[config.mk]
export PLATFORM = sky130hd
export DESIGN_NAME = input_conditioner
export DESIGN_NICKNAME = d
export VERILOG_FILES = /design/src/rtl/counter_pkg.sv /design/src/rtl/input_conditioner_if.sv /design/src/rtl/debounce_channel.sv /design/src/rtl/input_conditioner.sv
export SDC_FILE = /design/constraint.sdc
export NUM_CORES = 1
export LEC_CHECK = 0
export ABC_AREA = 1
export BUFFER_PORTS_ARGS = -buffer_cell sky130_fd_sc_hd__buf_4
export CORE_ASPECT_RATIO = 0.6
export CORE_UTILIZATION = 63
export DETAILED_ROUTE_END_ITERATION = 10
export PLACE_DENSITY = 0.9
export SETUP_SLACK_MARGIN = 0.1
export SLEW_MARGIN = 10
export SYNTH_ARGS = -nofsm -noshare
export SYNTH_HDL_FRONTEND = slang
export SYNTH_SLANG_ARGS = --single-unit
[constraint.sdc]
create_clock -name i_clock_50mhz -period 1.9 [get_ports i_clock_50mhz]
set_input_delay 0.19 -clock i_clock_50mhz [delete_from_list [all_inputs] [get_ports i_clock_50mhz]]
set_output_delay 0.19 -clock i_clock_50mhz [all_outputs]
set_load 0.01 [all_outputs]
[src/rtl/counter_pkg.sv]
`default_nettype none
// +----------------------------------------------------------------------+
// | counter_pkg : shared debounce FSM encoding and timing constants       |
// | rev 1.0                                                               |
// +----------------------------------------------------------------------+
package counter_pkg;

    // 10 ms of stable input at 50 MHz
    localparam int DEBOUNCE_10MS = 500000;

    typedef enum logic [1:0] {
        IDLE_OFF = 2'b00,
        WAIT_ON  = 2'b01,
        IDLE_ON  = 2'b10,
        WAIT_OFF = 2'b11
    } db_state_e;

endpackage : counter_pkg
`default_nettype wire

[src/rtl/input_conditioner_if.sv]
`default_nettype none
// +----------------------------------------------------------------------+
// | input_conditioner_if : raw keys in, debounced level/pulses/toggle out |
// | rev 1.0                                                               |
// +----------------------------------------------------------------------+
interface input_conditioner_if #(
    parameter int WIDTH = 1
);
    logic [WIDTH-1:0] raw;     // active-low raw keys
    logic [WIDTH-1:0] level;
    logic [WIDTH-1:0] press;
    logic [WIDTH-1:0] rls;
    logic [WIDTH-1:0] toggle;

    modport master (output raw, input level, input press, input rls, input toggle);
    modport slave  (input raw, output level, output press, output rls, output toggle);
endinterface : input_conditioner_if
`default_nettype wire

[src/rtl/debounce_channel.sv]
`default_nettype none
// +----------------------------------------------------------------------+
// | debounce_channel : synchronizer + 4-state debounce FSM for one key    |
// | rev 1.0                                                               |
// +----------------------------------------------------------------------+
module debounce_channel
    import counter_pkg::*;
#(
    parameter int   DebounceCycles = DEBOUNCE_10MS,
    parameter logic ToggleInit     = 1'b0
) (
    input  wire logic          clk,
    input  wire logic          rst_n,
    input_conditioner_if.slave bus
);

    localparam int             CntW   = $clog2(DebounceCycles + 1);
    localparam logic [CntW-1:0] CntMax = CntW'(DebounceCycles);

    logic [1:0]      sync_q, sync_d;
    db_state_e       state_q, state_d;
    logic [CntW-1:0] cnt_q, cnt_d;
    logic            level_q, level_d;
    logic            press_q, press_d;
    logic            release_q, release_d;
    logic            toggle_q, toggle_d;
    logic            s;

    // Reset value 1 = key released, so a held key is seen as a fresh press
    assign sync_d = {sync_q[0], bus.raw};
    assign s      = ~sync_q[1];

    always_ff @(posedge clk or negedge rst_n) begin
        if (!rst_n) begin
            sync_q  <= 2'b11;
            state_q <= IDLE_OFF;
            cnt_q   <= '0;
        end else begin
            sync_q  <= sync_d;
            state_q <= state_d;
            cnt_q   <= cnt_d;
        end
    end

    // Counter only advances below CntMax, so it can never wrap
    always_comb begin
        state_d = state_q;
        cnt_d   = '0;
        case (state_q)
            IDLE_OFF: begin
                if (s) begin
                    state_d = WAIT_ON;
                    cnt_d   = CntW'(1);
                end
            end
            WAIT_ON: begin
                if (!s)                   state_d = IDLE_OFF;
                else if (cnt_q == CntMax) state_d = IDLE_ON;
                else                      cnt_d   = cnt_q + 1'b1;
            end
            IDLE_ON: begin
                if (!s) begin
                    state_d = WAIT_OFF;
                    cnt_d   = CntW'(1);
                end
            end
            WAIT_OFF: begin
                if (s)                    state_d = IDLE_ON;
                else if (cnt_q == CntMax) state_d = IDLE_OFF;
                else                      cnt_d   = cnt_q + 1'b1;
            end
            default: begin
                state_d = IDLE_OFF;
            end
        endcase
    end

    always_comb begin
        press_d   = (state_q == WAIT_ON)  && (state_d == IDLE_ON);
        release_d = (state_q == WAIT_OFF) && (state_d == IDLE_OFF);
        level_d   = press_d | (level_q & ~release_d);
        toggle_d  = toggle_q ^ press_d;
    end

    always_ff @(posedge clk or negedge rst_n) begin
        if (!rst_n) begin
            level_q   <= 1'b0;
            press_q   <= 1'b0;
            release_q <= 1'b0;
            toggle_q  <= ToggleInit;
        end else begin
            level_q   <= level_d;
            press_q   <= press_d;
            release_q <= release_d;
            toggle_q  <= toggle_d;
        end
    end

    assign bus.level  = level_q;
    assign bus.press  = press_q;
    assign bus.rls    = release_q;
    assign bus.toggle = toggle_q;

endmodule : debounce_channel
`default_nettype wire

[src/rtl/input_conditioner.sv]
`default_nettype none
// +----------------------------------------------------------------------+
// | input_conditioner : bank of independent debounced key channels        |
// | rev 1.0                                                               |
// +----------------------------------------------------------------------+
module input_conditioner
    import counter_pkg::*;
#(
    parameter int                  Channels       = 5,
    parameter int                  DebounceCycles = DEBOUNCE_10MS,
    parameter logic [Channels-1:0] ToggleInit     = '0
) (
    input  wire logic                i_clock_50mhz,
    input  wire logic                i_reset,
    input  wire logic [Channels-1:0] i_raw,
    output logic      [Channels-1:0] o_level,
    output logic      [Channels-1:0] o_press,
    output logic      [Channels-1:0] o_release,
    output logic      [Channels-1:0] o_toggle
);

    for (genvar g = 0; g < Channels; g++) begin : g_channel
        input_conditioner_if #(.WIDTH(1)) u_ch_if ();

        assign u_ch_if.raw  = i_raw[g];
        assign o_level[g]   = u_ch_if.level;
        assign o_press[g]   = u_ch_if.press;
        assign o_release[g] = u_ch_if.rls;
        assign o_toggle[g]  = u_ch_if.toggle;

        debounce_channel #(
            .DebounceCycles (DebounceCycles),
            .ToggleInit     (ToggleInit[g])
        ) u_channel (
            .clk   (i_clock_50mhz),
            .rst_n (i_reset),
            .bus   (u_ch_if.slave)
        );
    end

endmodule : input_conditioner
`default_nettype wire

==> flow_summary.toml <==
[critical_path]
cp_max_fo = 7
rr_endpoint = "g_channel[4].u_channel.cnt_q[16]"
slowest_delay_ps = 390
regToRegStartpoint = "g_channel[4].u_channel.cnt_q[0]"
arrival_ps = 2040
worst-setup-path-type = "reg -> reg"
start_kind = "flip-flop"
slowest_stage = "dfrtp_1"
path_cells = "inv_1, ha_1, inv_1, nor2_1, nand3_1, nor2_2, a21oi_2, nand2_1, nor2_1"
r2r_cells = 9
required_ps = 2240
rrSetupSlack_ps = 200
end_kind = "flip-flop"

[synth]
yosys_warnings = 0
syn_inst = 1010
syn_area_per_cell_sq_um = 7.553
netlist_area_sq_um = 7629
syn-num-nets = 1027
synth_top_area_share = 0.4100
ys_top_cells_by_area = "dfrtp_1, nand2_1, nor2_1, inv_1, xor2_1"
yosys.area.top_type = "dfrtp_1"
synth-main-ff-cell = "dfrtp_1"
synthArstFlopShare = 1.000
ys_ff_latch = 135
synth_edf_count = 0
synth_cell_types = 30
yosysSeqAreaShare = 0.4445

[clocking]
cts_made_buffers = 17
clk_latency_ps = 420
h-tree-depth = 4
cts_num_sinks = 135
clockBufferDepth = 2
cts_root_buf = "clkbuf_16"
clkSlewWorstSetupHoldPaths_ps = 60
cts_tree = "yes"

[route]
drtAntennaViolNets = 0
drt_iter0_drc = 605
wl_microns = 17250
drc_errors = 0
num_vias = 6476
via_per_inst = 5.330
first_pass_iters = 5
avgRoutedWirePerCell_microns = 14.19

[finish]
nNetsFinal = 1059
antenna_cells = 0
final_util = 0.7410
fillers = 817
final_layout_size_suffix_gt1_frac = 0.1393
fin_area_sq_um = 8567
area_delta_synth_final_pct = 12.30

[timing]
worst_pin_slew_ps = 595.0
final.min_clock_period_ps = 1698
fin_tns_setup_ps = 0
clock.fmax_mhz = 589.0
fin_skew_ps = 7.349
timing.slew.headroom = 0.6033
finalSetupViolations = 0
hold_viol = 0
fin_crit_sh = 0.8936
rsz0062_at_grt = "no"
final_max_slew_viol_count = 0

[floorplan]
die_y_microns = 87.24
num_rows = 30
start_util = 0.6598
pin_count = 27
fp.coreArea_sq_um = 11560
dieArea_sq_um = 12570
fp.dieW_microns = 144.1

[placement]
io_buffers = 26
hpwl_microns = 11780
placed_area_sq_um = 7885
routabilityCongestion = 0.9232

[power]
peakVddDrop_v = 0.0005210
p_leak_nw = 3.962
p_per_area_nw_per_um2 = 770.8

[grt]
grt_first_pass_wirelength_microns = 28570
overflow = 0
grt_antenna_before_repair = 0
grt.total_usage = 0.2971
grt_max_degree = 63
grt_pass1_vias = 6001

[min_path]
hold_class = "in -> async"

[job]
cap_violations = 0

[status]
status = "finished clean"
==> synth_stat cells (6+ instances only) <==
library cell and n:
xnor2_1 6, inv_1 155, nand4_1 36, o21ai_0 7, dfrtp_1 125, nor2_2 45, nand3_2 6, a21oi_1 7
buf_4 21, nand2_1 231, nor2_1 190, nor3_1 21, xor2_1 40, ha_1 10, nor2_4 6, dfstp_2 10
nand3_1 59
==> sequential cells by signal, summed over array words and instances (netlist names) <==
signal and count:
g_channel.u_channel.bus.toggle 5, g_channel.u_channel.bus.level 5, g_channel.u_channel.sync_q 10, g_channel.u_channel.cnt_q 95, g_channel.u_channel.bus.press 5, g_channel.u_channel.state_q 10
g_channel.u_channel.bus.rls 5
==> final cells by class <==
type | instances | area, sq um | area share
well taps | 160 | 200.2 | 0.02337
multi-input cells | 689 | 3437 | 0.4012
flip-flops and latches | 135 | 3391 | 0.3958
clock inverters | 12 | 152.6 | 0.01782
inverters | 160 | 605.6 | 0.07069
clock buffers | 20 | 456.7 | 0.05331
repair buffers | 39 | 324.1 | 0.03783
==> metal layers <==
| metal | GRT usage | vias up | part of all wire |
|---|---|---|---|
| met5 | 0 | - | 0 |
| met3 | 0.08026 | 34 | 0.075 |
| met2 | 0.4348 | 249 | 0.43 |
| met1 | 0.4273 | 3028 | 0.47 |
| met4 | 0.09671 | 0 | 0.018 |
| li1 | - | 3165 | - |
==> logic make-up (layout without fill, tap and decap cells) <==
family,after synthesis,in the layout,share of synthesized area
simple gates,605,605,0.3548
buf+inv,186,231,0.1060
flops,135,135,0.4445
xor+xnor,46,46,0.05281
compound gates,28,28,0.02559
fa+ha+maj,10,10,0.01640
==> where the power goes <==
part	leakage, nW	total (mW)	internal [mW]	switching, mW
registers	1.83	2.94	2.91	0.0295
clock network	0.300	3.42	2.13	1.29
logic	1.83	0.242	0.0732	0.169
==> critical path, delay by kind of cell, from the launching register on <==
| kind | cells | cell delay (ps) |
|---|---|---|
| AND/OR/NAND/NOR | 5 | 540 |
| flip-flops | 1 | 390 |
| AO/OA/AOI/OAI | 1 | 350 |
| adder cells (fa/ha/maj) | 1 | 210 |
| buffers and inverters | 2 | 120 |
==> layout by cell type (no fill, tap or decap), drive strengths merged <==
master         n
a21oi         12
a31oi          3
buf           33
bufinv         3
clkbuf        20
clkinv         8
clkinvlp       1
dfrtp        125
dfstp         10
dlygate4sd3    6
ha            10
inv          160
nand2        233
nand3         65
nand3b         5
nand4         38
nor2         241
nor3          22
nor4           1
o21ai         12
o21bai         1
xnor2          6
xor2          40
==> worst max-delay path by stage <==
stage | slack, ps | startpoint | end
after floorplan | 450 | g_channel[3].u_channel.cnt_q[0] | g_channel[3].u_channel.cnt_q[9]
after global routing | 110 | g_channel[3].u_channel.cnt_q[0] | g_channel[3].u_channel.cnt_q[1]
after detailed placement | 200 | g_channel[3].u_channel.cnt_q[0] | g_channel[3].u_channel.cnt_q[1]
after CTS | 160 | g_channel[4].u_channel.cnt_q[0] | g_channel[4].u_channel.cnt_q[16]
after global placement | 290 | g_channel[3].u_channel.cnt_q[0] | g_channel[3].u_channel.cnt_q[1]
final | 200 | g_channel[4].u_channel.cnt_q[0] | g_channel[4].u_channel.cnt_q[16]
==> stage by stage <==
stage	setup WS (ps)	instances	hold slack (ps)	power, mW
6_report	202.1	1215	329.6	6.604
5_1_grt	107.3	1215	358.4	6.805
4_1_cts	158.4	1215	352.3	6.634
3_5_place_dp	202.9	1177	214.1	3.224
3_3_place_gp	291.7	1177	202.1	3.213
2_1_floorplan	445.3	1010	-105.6	3.115
==> repair_timing <==
action	4_1_cts	5_1_grt
hold endpoints to repair	57	0
hold buffers	6	0
setup buffers	0	0
resized for setup	0	6
endpoints found under the setup margin	0	17
Note: power is estimated with default switching activity, not from simulation.
